`config.mk`:
```
export PLATFORM = sky130hd
export DESIGN_NAME = i2s_rx_dsp_packer
export DESIGN_NICKNAME = d
export VERILOG_FILES = /design/src/rtl/i2s_rx_dsp_packer.sv
export SDC_FILE = /design/constraint.sdc
export NUM_CORES = 1
export LEC_CHECK = 0
export ABC_AREA = 0
export BUFFER_PORTS_ARGS = -buffer_cell sky130_fd_sc_hd__buf_4
export CORE_MARGIN = 3
export CORE_UTILIZATION = 60
export DETAILED_ROUTE_END_ITERATION = 8
export PLACE_DENSITY = 0.9
export SLEW_MARGIN = 40
export SYNTH_ARGS = -nofsm -noshare
export SYNTH_HDL_FRONTEND = slang
export SYNTH_SLANG_ARGS = --single-unit
```
`constraint.sdc`:
```
create_clock -name sck_i -period 7.5 [get_ports sck_i]
set_input_delay 0.375 -clock sck_i [delete_from_list [all_inputs] [get_ports sck_i]]
set_output_delay 0.375 -clock sck_i [all_outputs]
set_load 0.01 [all_outputs]
```
`src/rtl/i2s_rx_dsp_packer.sv`:
```
// DSP-mode I2S RX packer: packs 8/16/32-bit samples into 32-bit words and
// buffers them in a small first-word-fall-through FIFO. Never back-pressures.
module i2s_rx_dsp_packer #(
  parameter int unsigned DEPTH = 4
) (
  input  logic                       sck_i,
  input  logic                       rst_i,
  input  logic                       cfg_en_i,
  input  logic [1:0]                 cfg_pack_mode_i,
  input  logic                       err_clr_i,
  input  logic [31:0]                in_data_i,
  input  logic                       in_valid_i,
  output logic                       in_ready_o,
  output logic [31:0]                out_data_o,
  output logic                       out_valid_o,
  input  logic                       out_ready_i,
  output logic [$clog2(DEPTH):0]     level_o,
  output logic                       err_o
);

  localparam int unsigned AW = $clog2(DEPTH);
  localparam int unsigned LW = AW + 1;

  logic [1:0]    mode_eff, mode_q, lane_q, lane_cur, lane_d, last_lane;
  logic [31:0]   asm_q, asm_cur, asm_d, lane_word, merged;
  logic          mode_chg, accept, push;
  logic [31:0]   mem [DEPTH];
  logic [AW-1:0] wr_ptr_q, rd_ptr_q;
  logic [LW-1:0] count_q, count_d;
  logic          err_q, err_d;
  logic          empty, full, pop, wr_en, overflow;

  assign in_ready_o = cfg_en_i;
  assign accept     = in_valid_i & cfg_en_i;

  // Lane placement and word assembly; a mode change restarts the word at lane 0
  always_comb begin
    mode_eff  = (cfg_pack_mode_i == 2'd3) ? 2'd0 : cfg_pack_mode_i;
    mode_chg  = (mode_eff != mode_q);
    lane_cur  = mode_chg ? 2'd0 : lane_q;
    asm_cur   = mode_chg ? 32'd0 : asm_q;
    last_lane = 2'd0;
    lane_word = in_data_i;
    case (mode_eff)
      2'd1: begin
        last_lane = 2'd1;
        lane_word = {16'h0, in_data_i[15:0]} << {lane_cur, 4'b0000};
      end
      2'd2: begin
        last_lane = 2'd3;
        lane_word = {24'h0, in_data_i[7:0]} << {lane_cur, 3'b000};
      end
      default: begin
        last_lane = 2'd0;
        lane_word = in_data_i;
      end
    endcase
    merged = asm_cur | lane_word;
    push   = accept & (lane_cur == last_lane);
    lane_d = lane_cur;
    asm_d  = asm_cur;
    if (!cfg_en_i) begin
      lane_d = 2'd0;
      asm_d  = 32'd0;
    end else if (accept) begin
      lane_d = push ? 2'd0 : lane_cur + 2'd1;
      asm_d  = push ? 32'd0 : merged;
    end
  end

  // FIFO control; a push into a full FIFO survives only if a pop frees a slot
  always_comb begin
    empty    = (count_q == LW'(0));
    full     = (count_q == LW'(DEPTH));
    pop      = ~empty & out_ready_i;
    wr_en    = push & (~full | pop);
    overflow = push & full & ~pop;
    count_d  = count_q;
    case ({wr_en, pop})
      2'b10:   count_d = count_q + LW'(1);
      2'b01:   count_d = count_q - LW'(1);
      default: count_d = count_q;
    endcase
    err_d = overflow | (err_q & ~err_clr_i);
  end

  always_ff @(posedge sck_i) begin
    if (rst_i) begin
      mode_q   <= 2'd0;
      lane_q   <= 2'd0;
      asm_q    <= 32'd0;
      wr_ptr_q <= '0;
      rd_ptr_q <= '0;
      count_q  <= '0;
      err_q    <= 1'b0;
      for (int i = 0; i < int'(DEPTH); i++) mem[i] <= 32'd0;
    end else begin
      mode_q  <= mode_eff;
      lane_q  <= lane_d;
      asm_q   <= asm_d;
      count_q <= count_d;
      err_q   <= err_d;
      if (wr_en) begin
        mem[wr_ptr_q] <= merged;
        wr_ptr_q      <= wr_ptr_q + AW'(1);
      end
      if (pop) rd_ptr_q <= rd_ptr_q + AW'(1);
    end
  end

  assign out_valid_o = ~empty;
  assign out_data_o  = empty ? 32'd0 : mem[rd_ptr_q];
  assign level_o     = count_q;
  assign err_o       = err_q;

endmodule

```
[Word level (Yosys, flattened, before mapping)]
Memory sizes are Yosys's and may differ from the RTL's. A register that Yosys moved wholly into a read port is not among the register bits.
Index checks and enable logic that the tools add are counted.
Widths: inputs -> output; s select.
Word-level totals
  register bits after elaboration: 44
  latch bits: 0
  bits in writable memories: 128
  bits in read-only memories: 0
  bits of input ports: 40
  output and inout bits: 38
  word-level logic and storage cells: 63
  memories: 1
Cells by class
  $add $sub $neg: 5
  $mul: 0
  div/mod/pow operators: 0
  order comparisons: 0
  eq/ne operators: 8
  shifts and indexed selects: 2
  mux-type cells: 21
  bitwise logic cells: 15
  reductions and logical operators: 4
Memories
  mem: depth 4, bits a word 32, read ports 1, clocked after Yosys merged registers in 1, wr ports 4, RTL line 27  | logic [31:0] mem [DEPTH];
Operator list (number)
  $mux 32: 5
  $pmux 32 s2: 1
  $or 32x32->32: 1
  $reduce_or 32->1: 1
  $shl 16x6->32: 1
  $shl 8x5->32: 1
  $mux 2: 7
  $and 1x1->1: 7
  $add 2x1->2 const B: 3
  $eq 2x2->1 const B: 3
  $mux 1: 6
  $pmux 3 s2: 1
  $not 1->1: 5
  $eq 2x1->1 const B: 2
  $pmux 2 s2: 1
  $add 3x1->3 const B: 1
  $eq 3x3->1 const B: 1
  $logic_not 3->1: 1
  $sub 3x1->3 const B: 1
  $eq 2x2->1: 1
  $ne 2x2->1: 1
  $or 1x1->1: 2
  $reduce_bool 2->1: 1
  $reduce_or 2->1: 1

[Depth between registers and ports, before layout]
  depth in word-level cells: 12
  gate-level depth with buffers: 13
  depth with buffers taken out: 12

[Least setup slack after synthesis]
No wires, ideal clock.
  path kind: input port to flip-flop
  from: input port cfg_pack_mode_i[0]
  to: memory mem[1][0] (enable)
  library setup time: 0.388 ns
  data arrival time: 2.401 ns
  required time: 7.112 ns
  setup slack: 4.711 ns
  cell stages on the path: 8
  buffers on the path: 1
  cell sequence: inv_1 -> ha_1 -> buf_2 -> xnor2_2 -> nand3_4 -> xor2_1 -> nor4_1 -> a21o_1
RTL lines
  start: declaration: RTL line 9  | input logic [1:0] cfg_pack_mode_i,
  end: declaration: RTL line 27

[Worst setup path after layout]
  from: input port cfg_pack_mode_i[0]
  to: register count_q[2] (netlist: level_o[2])
On the way
  cells in the longest elaborated chain, start to end: 9
  elaborated cells between the ends (all ways): 14
  those cells by class: eq/ne (7); mux (4); bitwise (2); reduce/logical (1)
RTL lines
  $eq 2x2->1 *: RTL line 38  | mode_eff = (cfg_pack_mode_i == 2'd3) ? 2'd0 : cfg_pack_mode_i;
  $mux 2 *: RTL line 38
  via mode_eff[1]: RTL line 24  | logic [1:0] mode_eff, mode_q, lane_q, lane_cur, lane_d, last_lane;
  $eq 2x2->1, or another cell as far along: RTL line 44  | case (mode_eff)
  $pmux 2 s2 or $mux 2 (tied branches): RTL line 44, 40
  $eq 2x2->1 *: RTL line 59  | push = accept & (lane_cur == last_lane);
  $and 1x1->1 *: RTL line 59
  $and 1x1->1 *: RTL line 76  | wr_en = push & (~full | pop);
  $eq 2x1->1 or $eq 2x2->1 (tied branches): RTL line 79  | case ({wr_en, pop})
  $pmux 3 s2 or $reduce_bool 2->1 (tied branches)
  end signal: assignment: RTL line 101  | count_q <= count_d;
  end: declaration: RTL line 29  | logic [LW-1:0] count_q, count_d;
Mark *: on every way through the listed nets, which the timed path passes. The rest lies on a longest branch.
A chain may end at the register's enable or synchronous reset.

==> key figures <==
Synthesis
  – Cell count after synthesis: 671
  – Compound-cell area share of the yosys netlist: 0.1104
  – FFs w/ async S/R, synth: 0
  – Seq/Total Area, Yosys: 0.5921
  – Post-Syn Nets: 715
  – Yosys cell types: 49
  – Synthesized-area fraction occupied by and/or/nand/nor cells: 0.1477
  – Mux share of post-synthesis cell area: 0.09268
  – Post-synth design cell area: 8046 µm²
  – Adder-cell share of the synthesized area: 0.007153
  – Xor and xnor fraction of the mapped netlist area: 0.01508
  – Largest family of logic cells by synthesized area: simple AND/OR/NAND/NOR gates
  – Mapped Avg Cell Area: 11.99 µm²
  – Post-synth EDFFs: 128
  – Dominant synthesized flop cell: edfxtp_1
  – Flops & latches, synth: 174
  – Yosys warns: 0

Clock tree
  – Clock Tree Root: clkbuf_16
  – Clk buf depth: 2
  – Hold buffer count at cts: 0
  – Resize count post-CTS: 0
  – Postcts setup bufs: 0
  – H-Tree Depth: 4
  – TritonCTS clock tree: done
  – Clock transition at path regs: 60 ps
  – Num CTS Buffers: 17
  – Clock Sink Count: 174
  – Clock Latency Late Sink: 430 ps

STA
  – Setup TNS: 0 ps
  – Final Setup Violations: 0
  – Max transition margin: 0.4522
  – Crit path time final: 2989 ps
  – Pins over their slew limit: 0
  – F_max: 334.6 MHz
  – Worst-Margin Slew: 810.3 ps
  – Final Hold Fails: 0
  – Unrepaired setup endpoints after global routing: no
  – Final worst path period share: 0.3985
  – Clock Skew: 9.209 ps

Power
  – Int Power: 0.001768 W
  – Maximum VDD drop: 0.1535 mV
  – Power Density: 256.1 nW/µm²
  – Sw Share: 0.2593
  – Combinational cell fraction of total power: 0.178
  – Clock power share: 0.365
  – Seq pwr share: 0.457
  – LEAKAGE: 3.333 nW
  – Sw Pwr: 0.0006189 W

Final layout
  – Commonest non-fill, non-tap cell in the layout: edfxtp_1
  – Fill count: 813
  – N_diodes: 0
  – Final net count: 775
  – Share of layout cells above drive strength 1: 0.2446
  – Final core occ: 0.7236
  – Final non-filler cell total: 916
  – Area growth, synth to finish: 15.80%
  – Most frequent cells in the layout: 128 x edfxtp_1, 116 x nor2_1, 91 x buf_4

Routing
  – Via/cell ratio: 6.257
  – Drt pass-1 iters: 6
  – Routed wire length: 18.89 mm
  – Remaining antenna violation count: 0
  – DRT iter0 DRCs: 697
  – Routed wire per std cell: 20.63 µm
  – DR vias: 5,731
  – Drt drc: 0

Worst setup path
  – Worst R2R End: level_o[2]$_SDFFE_PP0P_
  – Max incr delay on CP: 560 ps
  – CP Class: input pin to flop
  – Startpoint types: input pin
  – Crit Path Max Fanout: 12
  – CP endpoint: level_o[2]$_SDFFE_PP0P_
  – Critical Path RT: 7860 ps
  – Worst reg2reg setup slack: 4560 ps
  – Worst r2r path cells: 10
  – Crit path launch: cfg_pack_mode_i[0]
  – R2R Path Start: mode_q[1]$_SDFF_PP0_
  – Crit-path cells: buf_4 -> inv_1 -> ha_1 -> xnor2_2 -> nand3_4 -> xor2_1 -> or4_4 -> ha_1 -> inv_1 -> fa_1 -> xor2_1 -> or3_1 -> a21oi_1
  – Setup crit end kind: flop
  – Critical-path top delay cell: xnor2_2
  – Arr. time, crit path: 3350 ps

Placement
  – Detailed placement HPWL: 12.11 mm
  – Placer Congestion: 0.8789
  – Placed Instances: 883
  – IO buf count: 77

Worst hold path
  – Worst Hold Class: input pin to flop

Global route
  – GR Overflow Total: 0
  – First-pass GRT wire length: 29.67 mm
  – Initial antenna violation count: 0
  – Pin count of the biggest net entering global routing: 45
  – Total GRT Usage: 0.2675
  – Vias in the first global route: 5,615

Floorplanning
  – Rows: 41
  – Initial core utilization: 0.6249
  – Die ar.: 14,840 µm²
  – Chip height: 121.8 µm
  – Core Region: 12,880 µm²
  – I/O pin count: 78
  – Die width: 121.8 µm

Job
  – Max cap viols: 0

Status
  – Status: finished, final reports clean
## kinds of logic after synthesis
logic type,count (synthesis)
buf+inv,62
mux,34
simple gates,243
fa+ha+maj,4
flops,174
compound gates,144
xor+xnor,10
## per-layer routing
metal | global-route usage | share of wire | vias up
met5 | 0 | 0 | -
met4 | 0.1218 | 0.036 | 0
met3 | 0.06314 | 0.095 | 58
met2 | 0.4389 | 0.50 | 350
met1 | 0.3412 | 0.36 | 2747
li1 | - | - | 2576
## worst max-delay path: cells and delay by family
family / cells / cell delay, ps
AO/OA/AOI/OAI: 1 / 160
XOR/XNOR: 3 / 860
adder cells (fa/ha/maj): 3 / 730
buffers and inverters: 3 / 200
AND/OR/NAND/NOR: 3 / 1020
## area by class of cell
class,instances,area (µm²),area share
inverter,12,45.04,0.004834
sequential,174,4766,0.5115
tap,172,215.2,0.02310
multi-input combinational,435,3010,0.3231
clock buffer,21,493.0,0.05291
timing repair buffer,91,683.2,0.07332
clock inverter,11,105.1,0.01128
## flip-flops by register name, indices dropped and copies added, names as in the netlist, named ones only
| register | flops |
|---|---|
| lane_q | 2 |
| mem | 128 |
| level_o | 3 |
| err_o | 1 |
| wr_ptr_q | 2 |
| rd_ptr_q | 2 |
| asm_q | 32 |
| mode_q | 2 |
## how the worst min path moves through the flow
| stage | end | slack [ps] | startpoint | cells after the start |
|---|---|---|---|---|
| floorplan | asm_q[14]$_SDFF_PP0_ | 430 | asm_q[14]$_SDFF_PP0_ | 2 |
| global placement | asm_q[14]$_SDFF_PP0_ | 440 | asm_q[14]$_SDFF_PP0_ | 2 |
| detailed placement | asm_q[14]$_SDFF_PP0_ | 450 | asm_q[14]$_SDFF_PP0_ | 2 |
| CTS | err_o$_SDFF_PP0_ | 200 | err_clr_i | 3 |
| global route | err_o$_SDFF_PP0_ | 240 | err_clr_i | 3 |
| finish | err_o$_SDFF_PP0_ | 200 | err_clr_i | 3 |
## power by group through the flow
stage	combinational [W]	sequential, W	clock (W)
2_1_floorplan	0.000277	0.00111	0
3_3_place_gp	0.000413	0.00111	0
3_5_place_dp	0.000427	0.00111	0
6_report	0.000424	0.00109	0.000871
5_1_grt	0.000461	0.00110	0.000913
4_1_cts	0.000428	0.00109	0.000877
## stage by stage
step	hold slack, ps	power, W	setup slack, ps	cell area, µm²
CTS	196.9	0.002397	4567	9310
finish	201.0	0.002387	4511	9318
global placement	435.7	0.001521	4239	8703
floorplan	425.8	0.001383	4711	8046
detailed placement	448.5	0.001539	4116	8712
global route	235.7	0.002469	4377	9318
## synthesized netlist by cell type, types with 6 or more instances
cell type | number | area share
edfxtp_1 | 128 | 0.48
nor2_1 | 117 | 0.055
a21oi_1 | 74 | 0.046
dfxtp_1 | 46 | 0.11
nand2_1 | 39 | 0.018
and2_1 | 36 | 0.028
mux4_2 | 32 | 0.090
clkbuf_1 | 28 | 0.013
o21ai_0 | 27 | 0.017
buf_2 | 14 | 0.0087
inv_1 | 12 | 0.0056
nand3_1 | 10 | 0.0062
a221oi_2 | 8 | 0.015
nor3_2 | 8 | 0.010
a211oi_1 | 7 | 0.0065
o21ai_1 | 6 | 0.0037
Note: power is estimated with default switching activity, not from simulation.
